File: src/rtl/fifo_wr_arbiter.sv
// Round-robin arbiter feeding four byte-wide requesters into one 8-bit FIFO write port.
// Define FIFO_ARB_BURST_LOCK_EN to keep a grant until the beat marked by last is written.
module fifo_wr_arbiter (
   input  logic        clk,
   input  logic        rst_,
   input  logic [3:0]  req,
   input  logic [3:0]  last,
   input  logic [31:0] din,
   input  logic        fifo_full,
   output logic [3:0]  gnt,
   output logic        fifo_wen,
   output logic [7:0]  fifo_din,
   output logic [1:0]  cur_id,
   output logic [15:0] beats
);

   typedef enum logic {
      IDLE = 1'b0,
      BUSY = 1'b1
   } state_t;

   state_t      state_reg, state_next;
   logic [3:0]  gnt_reg, gnt_next;
   logic [1:0]  cur_id_reg, cur_id_next;
   logic [1:0]  ptr_reg, ptr_next;
   logic [15:0] beats_reg, beats_next;

   logic [7:0]  din_bytes [4];
   logic        accept;
   logic        release_grant;
   logic [1:0]  search_start;
   logic        pick_found;
   logic [1:0]  pick_idx;

   generate
      for (genvar gi = 0; gi < 4; gi++) begin : g_bytes
         assign din_bytes[gi] = din[8*gi +: 8];
      end
   endgenerate

   // Returns {found, index}: first set bit of r walking start, start+1, ... mod 4.
   function automatic logic [2:0] rr_pick(input logic [3:0] r, input logic [1:0] start);
      logic [1:0] idx;
      rr_pick = 3'b000;
      for (int o = 3; o >= 0; o--) begin
         idx = start + 2'(o);
         if (r[idx]) begin
            rr_pick = {1'b1, idx};
         end
      end
   endfunction

   assign accept   = (|(gnt_reg & req)) & ~fifo_full;
   assign fifo_wen = accept;
   assign fifo_din = din_bytes[cur_id_reg];

`ifdef FIFO_ARB_BURST_LOCK_EN
   assign release_grant = accept & last[cur_id_reg];
`else
   // last is meaningless when every beat is its own burst.
   logic unused_last;
   assign unused_last   = ^last;
   assign release_grant = (state_reg == BUSY) & (accept | ~req[cur_id_reg]);
`endif

   // A released requester re-enters the search at the lowest priority.
   assign search_start = (state_reg == BUSY) ? (cur_id_reg + 2'd1) : ptr_reg;
   assign {pick_found, pick_idx} = rr_pick(req, search_start);

   always_comb begin
      state_next  = state_reg;
      gnt_next    = gnt_reg;
      cur_id_next = cur_id_reg;
      ptr_next    = ptr_reg;
      beats_next  = beats_reg + 16'(accept);
      case (state_reg)
         IDLE: begin
            if (pick_found) begin
               state_next  = BUSY;
               gnt_next    = 4'b0001 << pick_idx;
               cur_id_next = pick_idx;
            end
         end
         BUSY: begin
            if (release_grant) begin
               ptr_next = cur_id_reg + 2'd1;
               if (pick_found) begin
                  gnt_next    = 4'b0001 << pick_idx;
                  cur_id_next = pick_idx;
               end else begin
                  state_next  = IDLE;
                  gnt_next    = 4'b0000;
                  cur_id_next = 2'd0;
               end
            end
         end
         default: begin
            state_next  = IDLE;
            gnt_next    = 4'b0000;
            cur_id_next = 2'd0;
         end
      endcase
   end

   always_ff @(posedge clk or negedge rst_) begin
      if (!rst_) begin
         state_reg  <= IDLE;
         gnt_reg    <= 4'b0000;
         cur_id_reg <= 2'd0;
         ptr_reg    <= 2'd0;
         beats_reg  <= 16'd0;
      end else begin
         state_reg  <= state_next;
         gnt_reg    <= gnt_next;
         cur_id_reg <= cur_id_next;
         ptr_reg    <= ptr_next;
         beats_reg  <= beats_next;
      end
   end

   assign gnt    = gnt_reg;
   assign cur_id = cur_id_reg;
   assign beats  = beats_reg;

endmodule

File: config.mk
export PLATFORM = sky130hd
export DESIGN_NAME = fifo_wr_arbiter
export DESIGN_NICKNAME = d
export VERILOG_FILES = /design/src/rtl/fifo_wr_arbiter.sv
export SDC_FILE = /design/constraint.sdc
export NUM_CORES = 1
export LEC_CHECK = 0
export ABC_AREA = 0
export CAP_MARGIN = 0
export CORE_MARGIN = 2
export CORE_UTILIZATION = 40
export DETAILED_ROUTE_END_ITERATION = 6
export GPL_TIMING_DRIVEN = 0
export PLACE_DENSITY = 0.81
export SKIP_LAST_GASP = 1
export SYNTH_ARGS = -nofsm -noshare
export SYNTH_HDL_FRONTEND = slang
export SYNTH_SLANG_ARGS = --single-unit
File: constraint.sdc
create_clock -name clk -period 4.38 [get_ports clk]
set_input_delay 0.438 -clock clk [delete_from_list [all_inputs] [get_ports clk]]
set_output_delay 0.438 -clock clk [all_outputs]
set_load 0.005 [all_outputs]
==> results.tsv <==
metric	value	unit
status	finished clean	
cts_root_buffer	clkbuf_4	
numCtsBuffers	3	
critical_path_buf_inv_count	3	
vias	1296	
io_pins	74	
max_freq	388	MHz
seq_area	626	um^2
initial_utilization	42.4	%
insertion_delay	0.31	ns
clk_pin_slew	0.13	ns
worst_pin_slew	1.12	ns
crit_type	reg2out	
synth_nets	166	
ir_drop	0.228	mV
synth-edff-count	0	
fp-row-count	21	
largest_reg_flops	16	
ctsResizeCount	0	
crit_slowest_cell	mux4_2	
syn-cell-area	1440	um^2
min_period	2.57	ns
grt_pass1_vias	1333	
clk_path_buf_depth	2	
syn_to_final_growth	53.2	%
nets	239	
grtUsageTotal	19.7	%
synthArstFlopShare	100	%
synth_warnings	0	
grt_max_degree	26	
worstSetupStartpointType	flop	
antenna_found_initial	0	
p_leak	0.906	nW
drtIter0Drc	39	
setup_viol_count_final	0	
grt_pass1_wl	6220	um
hpwl	2930	um
endpoint_kind	primary output	
tns	0	ns
place.gp.congestion	0.885	
synth_seq_area_share	43.6	%
slew_violations	0	
final_common_cell	clkdlybuf4s50_1	
wl	3750	um
path_cells	buf_4, buf_2, mux4_2, clkdlybuf4s50_1	
drive_above_1_share	10.4	%
die_w	63.9	um
hold_path.class	reg2reg	
synth-seq-cells	25	
mostFrequentLayoutCells	clkdlybuf4s50_1, dfrtp_1, nand2_1, mux4_2, xnor2_1	
ctsHoldBuffers	0	
via_per_inst	5.42	
synthFlopType	dfrtp_1	
n_antenna_cell	0	
grt-ovfl-total	0	
synthDistinctLibCells	37	
h-tree-depth	1	
worstPathArrival	2.14	ns
crit_fanout	10	
finalCritPeriodShare	58.8	%
final.fill_count	255	
crit_required	3.94	ns
numClockSinks	25	
postCtsSetupBuffers	0	
antenna_left	0	
avgSynthCellArea	11.9	um^2
rsz0062_at_grt	no	
firstDrtPassIters	5	
tritoncts	done	
slew_headroom	25.2	%
die_h	63.9	um
multi_input_area	758	um^2
die_area	4090	um^2
pwr_density_cell	466	nW/um^2
fp.coreArea	3390	um^2
crit_family	buffers and inverters	
post-route-util	64.9	%
drcViolationCount	0	
maxCapViolCount	0	
port_buffers	68	
report.final.hold_viol_count	0	
cpPeakStageDelay	0.55	ns
fin_skew	0.00247	ns
netlist_instances	121	
post_drt_wl_per_cell	15.7	um
==> cell type report <==
type	count	share of cell area, %
flip-flops and latches	25	28.4
plain buffers	5	1.36
multi-input cells	85	34.5
clock buffers	4	1.19
well taps	46	2.62
repair buffers	68	30.9
inverters	6	1.02
==> kinds of logic after synthesis <==
group	share of synthesized area, %
simple gates	12.6
flops	43.6
compound gates	12.1
xor+xnor	9.15
mux	17.2
buf+inv	3.66
fa+ha+maj	1.74
==> worst register-to-register path, stage by stage (launching register included) <==
cell     delay [ns]
dfrtp_1        0.39
a22oi_1        0.09
a21oi_1        0.38
ha_1           0.24
ha_1           0.20
nand3_1        0.14
or3_1          0.38
xnor2_1        0.13
==> final timing paths <==
check                          start     endpoint  slack, ns  cells past startpoint
min in group asynchronous       rst_     beats[9]       0.72                      1
max                        cur_id[0]  fifo_din[7]       1.81                      4
min                        beats[15]    beats[15]       0.48                      1
max in group asynchronous       rst_    cur_id[1]       3.00                      1
max reg2reg                   gnt[2]    beats[14]       2.33                      7
min reg2reg                beats[15]    beats[15]       0.48                      1
==> stage by stage <==
step | hold WS (ns) | setup WS [ns] | power (mW) | instances | cell area (um^2)
2_1_floorplan | 0.142 | 2.36 | 0.654 | 121 | 1440
3_3_place_gp | 0.456 | 1.71 | 0.916 | 235 | 2170
3_5_place_dp | 0.462 | 1.67 | 0.935 | 235 | 2170
4_1_cts | 0.485 | 1.76 | 1.04 | 239 | 2200
5_1_grt | 0.517 | 1.67 | 1.10 | 239 | 2200
6_report | 0.483 | 1.81 | 1.02 | 239 | 2200
==> layer usage <==
metal  global-route usage [%]  share of wire [%]
met1                     21.7                 39
met2                     35.5                 50
met3                     5.46                9.6
met4                     7.61                1.5
met5                        0                  0
==> report_power, final <==
part	switching, mW	internal (mW)	leakage (nW)	total, mW
Combinational	0.222	0.358	0.567	0.580
Sequential	0.0562	0.290	0.324	0.346
Clock	0.0632	0.0355	0.0150	0.0987
==> Yosys cell counts (all sizes together), types with 2 or more instances <==
master,instances,share of area (%)
dfrtp,25,44
mux4,9,14
nand2,9,2.4
xnor2,9,5.5
inv,6,1.6
xor2,6,3.7
a32o,5,3.5
nand3,5,1.7
and3,4,1.7
buf,4,1.7
mux2i,4,3.0
nor2,4,1.0
a21oi,3,1.0
nand3b,3,1.6
a22o,2,1.2
a22oi,2,1.0
and2,2,1.0
ha,2,1.7
nor3,2,0.70
o21ai,2,0.70
No activity file was read; power rests on OpenSTA's default activity.
